===== config.mk =====
export PLATFORM = sky130hd
export DESIGN_NAME = fwd_scoreboard
export DESIGN_NICKNAME = d
export VERILOG_FILES = /design/src/rtl/fwd_scoreboard.sv
export SDC_FILE = /design/constraint.sdc
export NUM_CORES = 1
export LEC_CHECK = 0
export CORE_MARGIN = 2
export CORE_UTILIZATION = 55
export CTS_CLUSTER_SIZE = 20
export DETAILED_ROUTE_END_ITERATION = 7
export PLACE_DENSITY = 0.87
export SYNTH_ARGS = -nofsm -noshare
export SYNTH_HDL_FRONTEND = slang
export SYNTH_SLANG_ARGS = --single-unit

===== constraint.sdc =====
create_clock -name I_clk -period 9.8 [get_ports I_clk]
set_input_delay 1.96 -clock I_clk [delete_from_list [all_inputs] [get_ports I_clk]]
set_output_delay 1.96 -clock I_clk [all_outputs]
set_load 0.05 [all_outputs]

===== src/rtl/fwd_scoreboard.sv =====
// fwd_scoreboard: per-read-port forwarding selects across NFWD stages plus a
// busy-register scoreboard for long-latency writers. O_stall combines
// load-use, scoreboard RAW and scoreboard WAW hazards.
// Optional build macro FWD_SB_PERF_CNT_EN adds load-use / scoreboard stall
// cycle counters (O_lu_stall_cnt, O_sb_stall_cnt).
module fwd_scoreboard #(
  parameter int NRD  = 2,
  parameter int NFWD = 2,
  parameter int AW   = 5,
  parameter int SELW = $clog2(NFWD+2),
  parameter int CNTW = 6
) (
  input  logic                 I_clk,
  input  logic                 I_rst_n,
  input  logic [NRD-1:0]       I_rd_re,
  input  logic [NRD*AW-1:0]    I_rd_raddr,
  input  logic [NFWD-1:0]      I_fwd_we,
  input  logic [NFWD*AW-1:0]   I_fwd_waddr,
  input  logic [NFWD-1:0]      I_fwd_rdy,
  input  logic                 I_id_fire,
  input  logic                 I_id_rd_we,
  input  logic [AW-1:0]        I_id_rd_waddr,
  input  logic                 I_id_long,
  input  logic                 I_lc_valid,
  input  logic [AW-1:0]        I_lc_waddr,
  output logic [NRD*SELW-1:0]  O_fwd_sel,
  output logic                 O_stall,
  output logic [(2**AW)-1:0]   O_busy,
  output logic [CNTW-1:0]      O_pending,
`ifdef FWD_SB_PERF_CNT_EN
  output logic [31:0]          O_lu_stall_cnt,
  output logic [31:0]          O_sb_stall_cnt,
`endif
  output logic                 O_sb_err
);

  localparam int NREG = 2**AW;

  logic [NREG-1:0] busy_q, busy_nxt;
  logic [CNTW-1:0] pending_q, pending_nxt;
  logic            err_q, err_nxt;

  logic [NRD-1:0]  lu_hit;
  logic [NRD-1:0]  raw_hit;
  logic            waw_hit;
  logic            lu_any;
  logic            sb_any;

  // Forward select per read port (youngest matching stage wins) plus
  // per-port load-use and scoreboard RAW detection.
  always_comb begin
    O_fwd_sel = '0;
    lu_hit    = '0;
    raw_hit   = '0;
    for (int k = 0; k < NRD; k++) begin
      logic [AW-1:0]   raddr;
      logic [SELW-1:0] sel;
      logic            lu;
      raddr = I_rd_raddr[k*AW +: AW];
      sel   = SELW'(1);
      lu    = 1'b0;
      for (int j = NFWD-1; j >= 0; j--) begin
        if (I_fwd_we[j] && (I_fwd_waddr[j*AW +: AW] == raddr)) begin
          sel = SELW'(j + 2);
          lu  = !I_fwd_rdy[j];
        end
      end
      if (!I_rd_re[k] || (raddr == '0)) begin
        sel = '0;
        lu  = 1'b0;
      end
      O_fwd_sel[k*SELW +: SELW] = sel;
      lu_hit[k]  = lu;
      raw_hit[k] = I_rd_re[k] && (raddr != '0) && busy_q[raddr];
    end
  end

  // Hazard summary; stall uses registered busy only, so a consumer is held
  // through the completion cycle and released the cycle after.
  always_comb begin
    waw_hit = I_id_rd_we && (I_id_rd_waddr != '0) && busy_q[I_id_rd_waddr];
    lu_any  = |lu_hit;
    sb_any  = (|raw_hit) || waw_hit;
    O_stall = lu_any || sb_any;
  end

  // Scoreboard next state: set on issue of a long op, clear on completion,
  // flag protocol violations.
  always_comb begin
    logic set_req, clr_ok, set_eff;
    busy_nxt    = busy_q;
    pending_nxt = pending_q;
    err_nxt     = err_q;
    set_req = I_id_fire && !O_stall && I_id_long && I_id_rd_we &&
              (I_id_rd_waddr != '0);
    clr_ok  = I_lc_valid && (I_lc_waddr != '0) && busy_q[I_lc_waddr];
    set_eff = set_req;
    if (I_id_fire && O_stall) err_nxt = 1'b1;
    if (I_lc_valid && !clr_ok) err_nxt = 1'b1;
    // Same register set and cleared together: keep the clear, drop the set.
    if (set_req && I_lc_valid && (I_lc_waddr == I_id_rd_waddr)) begin
      set_eff = 1'b0;
      err_nxt = 1'b1;
    end
    if (clr_ok)  busy_nxt[I_lc_waddr]    = 1'b0;
    if (set_eff) busy_nxt[I_id_rd_waddr] = 1'b1;
    if (set_eff && !clr_ok && (pending_q != {CNTW{1'b1}}))
      pending_nxt = pending_q + 1'b1;
    else if (clr_ok && !set_eff && (pending_q != '0))
      pending_nxt = pending_q - 1'b1;
  end

  // Scoreboard state registers with synchronous reset.
  always_ff @(posedge I_clk) begin
    if (!I_rst_n) begin
      busy_q    <= '0;
      pending_q <= '0;
      err_q     <= 1'b0;
    end else begin
      busy_q    <= busy_nxt;
      pending_q <= pending_nxt;
      err_q     <= err_nxt;
    end
  end

  assign O_busy    = busy_q;
  assign O_pending = pending_q;
  assign O_sb_err  = err_q;

`ifdef FWD_SB_PERF_CNT_EN
  logic [31:0] lu_cnt_q, sb_cnt_q;

  // Stall-cycle counters per hazard class; wrap naturally at 2^32.
  always_ff @(posedge I_clk) begin
    if (!I_rst_n) begin
      lu_cnt_q <= '0;
      sb_cnt_q <= '0;
    end else begin
      if (lu_any) lu_cnt_q <= lu_cnt_q + 32'd1;
      if (sb_any) sb_cnt_q <= sb_cnt_q + 32'd1;
    end
  end

  assign O_lu_stall_cnt = lu_cnt_q;
  assign O_sb_stall_cnt = sb_cnt_q;
`endif

endmodule


==> metrics.md, run 1 <==
| Metric | Value |
|---|---|
| FF-to-FF Start | `O_busy[15]` |
| Highest fanout seen on the critical path | `14` |
| DPL Wire Length | `8.38 mm` |
| Worst-path clk slew | `0.08 ns` |
| Fin. max-slew vios | `0` |
| Initial DRC count | `473` |
| # DRC | `0` |
| Clock H-tree levels | `2` |
| Post-synth EDFFs | `0` |
| Comb power frac | `33.5%` |
| CTS tree | `yes` |
| DR pass1 iterations | `5` |
| Layout Nets | `498` |
| Synth Instances | `392` |
| GRT Util Overall | `32.3%` |
| Initial Util | `57.1%` |
| Number of global-route vias before repair | `3,647` |
| Yosys reg bits | `39` |
| Slowest cell on crit path | `clkdlybuf4s50_1` |
| Tmin final | `7.36 ns` |
| First-pass GRT wire length | `18.6 mm` |
| Worst r2r path cells | `16` |
| Die Wd | `85.2 um` |
| Via Count | `3,615` |
| PortBufs | `85` |
| Clock Skew | `0.00839 ns` |
| Gr ovfl total | `0` |
| P_sw | `144 uW` |
| Max_cap viols | `0` |
| Placed Area | `0.00442 mm^2` |
| Diode count | `0` |
| Worst skew pair latency | `0.30 ns` |
| CTS root buf | `clkbuf_8` |
| Most frequent CP cell | `clkdlybuf4s50_1` |
| FP Rows | `29` |
| Register area share after synthesis | `21.5%` |
| CP max stage delay | `0.97 ns` |
| Hold Path Class | `register to register` |
| Antenna violations before repair | `0` |
| LEAKAGE | `0.00178 uW` |
| Power Density | `92.3 mW/mm^2` |
| Clk network pwr share | `26.1%` |
| Share of the synthesized area in the top cell type | `21.5%` |
| Worst setup EP type | `output pin` |
| Leading area contributor after synthesis | `dfxtp_1` |
| Library cells used by synthesis | `58` |
| F_max | `136 MHz` |
| Fraction of power consumed by sequential logic | `40.5%` |
| Sw Share | `34.6%` |
| Fin crit share | `75.1%` |
| Post-layout util | `70.8%` |
| Final-report hold violation count | `0` |
| Die ar. | `0.00726 mm^2` |
| Chip height | `85.2 um` |
| Mapped Nets | `439` |
| Slew @ Worst Pin | `1.17 ns` |
| Cts repair resizes | `0` |
| Netlist Area Pre-Place | `0.00362 mm^2` |
| Reg2Reg Setup Slack | `5.38 ns` |
| CTS Buf Count | `5` |
| Total Wirelength | `11.6 mm` |
| Routability Congestion | `0.923` |
| CTS Hold Bufs | `0` |
| Mean Syn Cell Area | `9.25 um^2` |
| VDD IR max | `0.0699 mV` |
| CP cell instances | `clkdlybuf4s50_1 > mux4_2 > a22o_1 > a21oi_1 > o22ai_1 > a2111oi_4 > o21ai_0 > clkdlybuf4s50_1` |
| Worst setup SP type | `input port` |
| Hold path start | `O_pending[5]` |
| Share of cells above drive strength 1 | `12.6%` |
| Async set or reset register ratio after synthesis | `0%` |
| Wirelength per Cell | `21.9 um` |
| YS warnings | `0` |
| Ports | `86` |
| Top FF cell, synth | `dfxtp_1` |
| Setup Crit Path Kind | `input port to output pin` |
| Setup bufs post-CTS | `0` |
| Arrival @ worst endpoint | `5.40 ns` |
| Result of the run | `completed` |
| Placeable Area | `0.00635 mm^2` |
| Largest net degree at the start of global routing | `48` |
| Final ANT Viol Nets | `0` |
| Via/cell ratio | `6.83` |
| Cells after DPL | `521` |
| Hold Crit Depth | `2` |
| RSZ-0062 raised after global routing | `no` |
| Final Instance Area | `0.00450 mm^2` |
| Top cells by area, synth | `dfxtp_1 (22%), mux4_2 (9.3%), mux2i_1 (8.0%), a31o_2 (4.6%), xor2_1 (4.3%)` |
| Worst Hold Endpoint | `O_pending[5]` |
| Crit path required time | `7.84 ns` |
| Pint | `271 uW` |
| Setup TNS | `0 ns` |
| Terminus of the critical flop-to-flop path | `O_pending[5]` |
| Final setup viols | `0` |
| Relative slew slack | `21.5%` |
| Clk buf depth | `2` |
| Clock sink total | `39` |
| Final non-filler cell total | `529` |
| Area grow syn2layout | `24.1%` |
==> worst max path at each step <==
| stage | start | cells past startpoint | end | slack [ns] |
|---|---|---|---|---|
| after CTS | I_id_rd_waddr[0] | 8 | O_stall | 2.44 |
| after detailed placement | I_id_rd_waddr[0] | 8 | O_stall | 2.45 |
| after global placement | I_id_rd_waddr[0] | 8 | O_stall | 2.49 |
| final | I_id_rd_waddr[0] | 8 | O_stall | 2.44 |
| after global routing | I_id_rd_waddr[0] | 8 | O_stall | 2.22 |
| after floorplan | I_rd_raddr[7] | 7 | O_stall | 3.48 |
==> flip-flops by register name (all words and copies together) (netlist names) <==
name and count:
O_busy 32, O_sb_err 1, O_pending 6
==> power by group through the flow <==
stage	clock network, uW	registers [uW]	logic (uW)
after floorplan	0	184	80.3
after global placement	0	171	133
after detailed placement	0	172	137
after CTS	109	168	138
after global routing	115	169	148
final	108	168	139
==> cell usage after synthesis (all sizes together) (3+ instances only) <==
master and count:
dfxtp 39, nand2 37, a31o 31, mux2i 30, a21oi 22, clkbuf 20
mux4 20, xor2 18, buf 14, nor2 14, o211a 14, o22ai 12
nor3 10, xnor2 10, nand3 9, nand3b 8, mux2 6, nand2b 6
and2 5, nor2b 5, nor4 5, o21ai 5, ha 4, inv 4
nor3b 4, or4 4, a31oi 3, o21a 3, or3b 3
==> stage by stage <==
step	hold WS (ns)	total power (uW)	worst slack, ns
finish	0.501	415	2.44
global placement	0.478	305	2.49
global route	0.524	432	2.22
CTS	0.499	414	2.44
floorplan	0.692	264	3.48
detailed placement	0.488	309	2.45
==> layout by cell type (no fill, tap or decap), types with 12 or more instances in the layout <==
master           synthesis  final
clkdlybuf4s50_1          0     85
a31o_1                  12     12
a31o_2                  19     19
nand2_1                 37     37
mux2i_1                 29     29
o22ai_1                 12     12
nor2_1                  13     13
xor2_1                  18     18
mux4_2                  15     15
o211a_1                 14     14
dfxtp_1                 39     39
a21oi_1                 22     22
==> cell type report <==
| class | count | area, um^2 |
|---|---|---|
| fill | 503 | 1850 |
| timing repair buffer | 86 | 858 |
| sequential | 39 | 781 |
| clock inverter | 1 | 5.00 |
| multi-input combinational | 315 | 2670 |
| tap | 77 | 96.3 |
| inverter | 4 | 15.0 |
| clock buffer | 7 | 76.3 |
==> critical path, delay by kind of cell <==
family | cells | cell delay (ns)
buffers and inverters | 2 | 1.72
muxes | 1 | 0.58
AOI/OAI and AO/OA | 5 | 1.12
==> metal layers <==
metal / GRT usage (%) / share of wire (%) / vias up
met5: 0 / 0 / -
met4: 15.4 / 3.4 / 0
met3: 7.30 / 9.9 / 38
met2: 52.3 / 48 / 245
met1: 40.9 / 39 / 1708
li1: - / - / 1624
==> cells by family (layout without fill, tap and decap cells) <==
| group | count (synthesis) | count (layout) | synth area share (%) |
|---|---|---|---|
| simple gates | 121 | 121 | 18.5 |
| compound gates | 105 | 105 | 22.9 |
| mux | 56 | 56 | 23.4 |
| flops | 39 | 39 | 21.5 |
| buf+inv | 38 | 98 | 4.94 |
| xor+xnor | 28 | 28 | 6.77 |
| fa+ha+maj | 5 | 5 | 1.93 |
No activity file was read; power rests on OpenSTA's default activity.
==> inputs of run 2 (changes only) <==
--- a/config.mk
+++ b/config.mk
@@ -6,10 +6,10 @@
 export NUM_CORES = 1
 export LEC_CHECK = 0
 export CORE_MARGIN = 2
-export CORE_UTILIZATION = 55
+export CORE_UTILIZATION = 51
 export CTS_CLUSTER_SIZE = 20
 export DETAILED_ROUTE_END_ITERATION = 7
-export PLACE_DENSITY = 0.87
+export PLACE_DENSITY = 0.82
 export SYNTH_ARGS = -nofsm -noshare
 export SYNTH_HDL_FRONTEND = slang
 export SYNTH_SLANG_ARGS = --single-unit
==> constraint.sdc (replaced) <==
create_clock -name I_clk -period 7.5 [get_ports I_clk]
set_input_delay 1.5 -clock I_clk [delete_from_list [all_inputs] [get_ports I_clk]]
set_output_delay 1.5 -clock I_clk [all_outputs]
set_load 0.05 [all_outputs]
==> metrics.md, run 2 (synthesis results as in run 1) <==
| Metric | Value |
|---|---|
| Worst-path clk slew | `0.08 ns (about the same)` |
| CTS tree | `yes` |
| Initial Util | `53.1% (-4.0 points)` |
| Initial DRC count | `391 (-17%)` |
| Area of the multi-input gates | `0.00267 mm^2 (unchanged)` |
| Gr ovfl total | `0 (unchanged)` |
| Chip height | `88.3 um (+3.7%)` |
| Power Density | `127 mW/mm^2 (+38%)` |
| Hold slack | `0.509 ns (+0.00813 ns)` |
| CTS root buf | `clkbuf_8` |
| Clk buf depth | `2 (unchanged)` |
| Relative slew slack | `18.7% (-2.9 points)` |
| Cts repair resizes | `0 (unchanged)` |
| Slew @ Worst Pin | `1.22 ns (+0.0427 ns)` |
| Pwr Total | `580 uW (+40%)` |
| Clock H-tree levels | `2 (unchanged)` |
| Final ANT Viol Nets | `0 (unchanged)` |
| Area grow syn2layout | `26.0%` |
| Highest fanout seen on the critical path | `14 (unchanged)` |
| Fill count | `582 (+16%)` |
| Wirelength per Cell | `21.0 um (-4.4%)` |
| Setup Crit Path Kind | `input port to output pin` |
| Die Wd | `88.3 um (+3.7%)` |
| Number of global-route vias before repair | `3,621 (-0.71%)` |
| Routability Congestion | `0.919 (-0.45%)` |
| FP Rows | `30 (+3.4%)` |
| CP max stage delay | `0.97 ns (about the same)` |
| Layout Nets | `500 (+0.40%)` |
| PortBufs | `85 (unchanged)` |
| VDD IR max | `0.116 mV (+66%)` |
| Via Count | `3,650 (+0.97%)` |
| RSZ-0062 raised after global routing | `no` |
| Critical Path Source | `I_id_rd_waddr[0]` |
| Largest net degree at the start of global routing | `48 (unchanged)` |
| CTS Hold Bufs | `0 (unchanged)` |
| Commonest non-fill, non-tap cell in the layout | `clkdlybuf4s50_1` |
| CP delay by family, top | `buffers and inverters` |
| FF-to-FF Start | `O_busy[13]` |
| Fin crit share | `85.9%` |
| GRT Util Overall | `30.2% (-2.1 points)` |
| CTS Buf Count | `5 (unchanged)` |
| Antenna violations before repair | `0 (unchanged)` |
| Slowest cell on crit path | `clkdlybuf4s50_1` |
| Share of cells above drive strength 1 | `13.4% (+0.83 points)` |
| Arrival @ worst endpoint | `4.94 ns (-0.46 ns)` |
| Setup TNS | `0 ns (unchanged)` |
| Ports | `86 (unchanged)` |
| Worst skew pair latency | `0.29 ns (about the same)` |
| Worst r2r path cells | `16 (unchanged)` |
| Total stage count of the critical path | `8 (unchanged)` |
| Placed Area | `0.00445 mm^2 (+0.88%)` |
| Result of the run | `completed` |
| First-pass GRT wire length | `18.3 mm (-1.6%)` |
| Hold path start | `O_pending[5]` |
| Sequential cell area | `781 um^2 (unchanged)` |
| Worst setup SP type | `input port` |
| Final Instance Area | `0.00457 mm^2 (+1.6%)` |
| Most frequent cells in the layout | `clkdlybuf4s50_1 (85), dfxtp_1 (39), nand2_1 (37)` |
| DPL Wire Length | `8.34 mm (-0.49%)` |
| Clock Skew | `0.00254 ns (-0.00585 ns)` |
| Die ar. | `0.00780 mm^2 (+7.5%)` |
| Via/cell ratio | `6.64 (-2.9%)` |
| Final-report hold violation count | `0 (unchanged)` |
| Setup bufs post-CTS | `0 (unchanged)` |
| Max_cap viols | `0 (unchanged)` |
| DR pass1 iterations | `5 (unchanged)` |
| CP cell instances | `clkdlybuf4s50_1 > mux4_2 > a22o_1 > a21oi_1 > o22ai_1 > a2111oi_4 > o21ai_0 > clkdlybuf4s50_1` |
| Worst path bufs/invs | `2 (unchanged)` |
| Total Wirelength | `11.5 mm (-0.56%)` |
| Fin. max-slew vios | `0 (unchanged)` |
| Hold Crit Depth | `2 (unchanged)` |
| Reg2Reg Setup Slack | `3.16 ns (-2.22 ns)` |
| Final setup viols | `0 (unchanged)` |
| Clock sink total | `39 (unchanged)` |
| Hold Path Class | `register to register` |
| Diode count | `0 (unchanged)` |
| LEAKAGE | `0.00181 uW (+1.5%)` |
| F_max | `155 MHz` |
| Tmin final | `6.44 ns` |
| Most frequent CP cell | `clkdlybuf4s50_1` |
| Placeable Area | `0.00683 mm^2 (+7.6%)` |
| Worst setup EP type | `output pin` |
| Crit path required time | `6.00 ns (-1.84 ns)` |
| Largest register FFs | `32 (unchanged)` |
| # DRC | `0 (unchanged)` |
[run 2: changes by cell type in the layout (fill, tap and decap cells not counted)]
cell / before / now
bufinv_16: 0 / 1
clkinv_4: 0 / 1
buf_4: 1 / 3
clkbuf_1: 2 / 0
[run 2: metrics by stage]
stage / setup slack (ns) / utilization, % / std cells
6_report: 1.06 / 66.8 / 550
5_1_grt: 0.864 / 66.8 / 550
4_1_cts: 1.06 / 66.8 / 550
3_5_place_dp: 1.06 / 65.2 / 542
3_3_place_gp: 1.10 / 65.2 / 542
2_1_floorplan: 2.10 / - / 392
[run 2: per-layer routing]
layer	vias up	GRT usage, %	wire [um]
li1	1635	-	-
met5	-	0	0
met2	242	49.0	5340
met3	39	4.85	1310
met1	1734	40.0	4480
met4	0	13.2	403
[run 2: cell type report]
class                           instances  area share (%)
Tap cell                               96            2.63
Sequential cell                        39            17.1
Inverter                                4           0.329
Timing Repair Buffer                   88            19.1
Multi-Input combinational cell        315            58.4
Clock buffer                            5            1.51
Clock inverter                          3           0.959
[run 2: worst paths after layout]
kind	to
hold reg to reg	O_pending[5]
setup / recovery	O_stall
setup reg to reg	O_pending[5]
hold / removal	O_pending[5]
[run 2: where the power goes]
part | internal [uW] | switching [uW]
clock | 99.1 | 80.4
combinational | 77.7 | 103
sequential | 212 | 7.53
[run 2: worst register-to-register path, cell delays in order, from the launching register on]
cell       delay, ns
dfxtp_1         0.42
mux4_1          0.54
mux2_2          0.28
a21oi_1         0.15
a2bb2oi_1       0.13
a2111oi_4       0.40
o211ai_4        0.21
nand2b_1        0.31
ha_1            0.32
a21o_1          0.17
a21oi_1         0.21
nor2b_1         0.07
o21ai_0         0.15
nand2b_1        0.09
or4_1           0.46
mux2i_1         0.17
mux2i_1         0.20
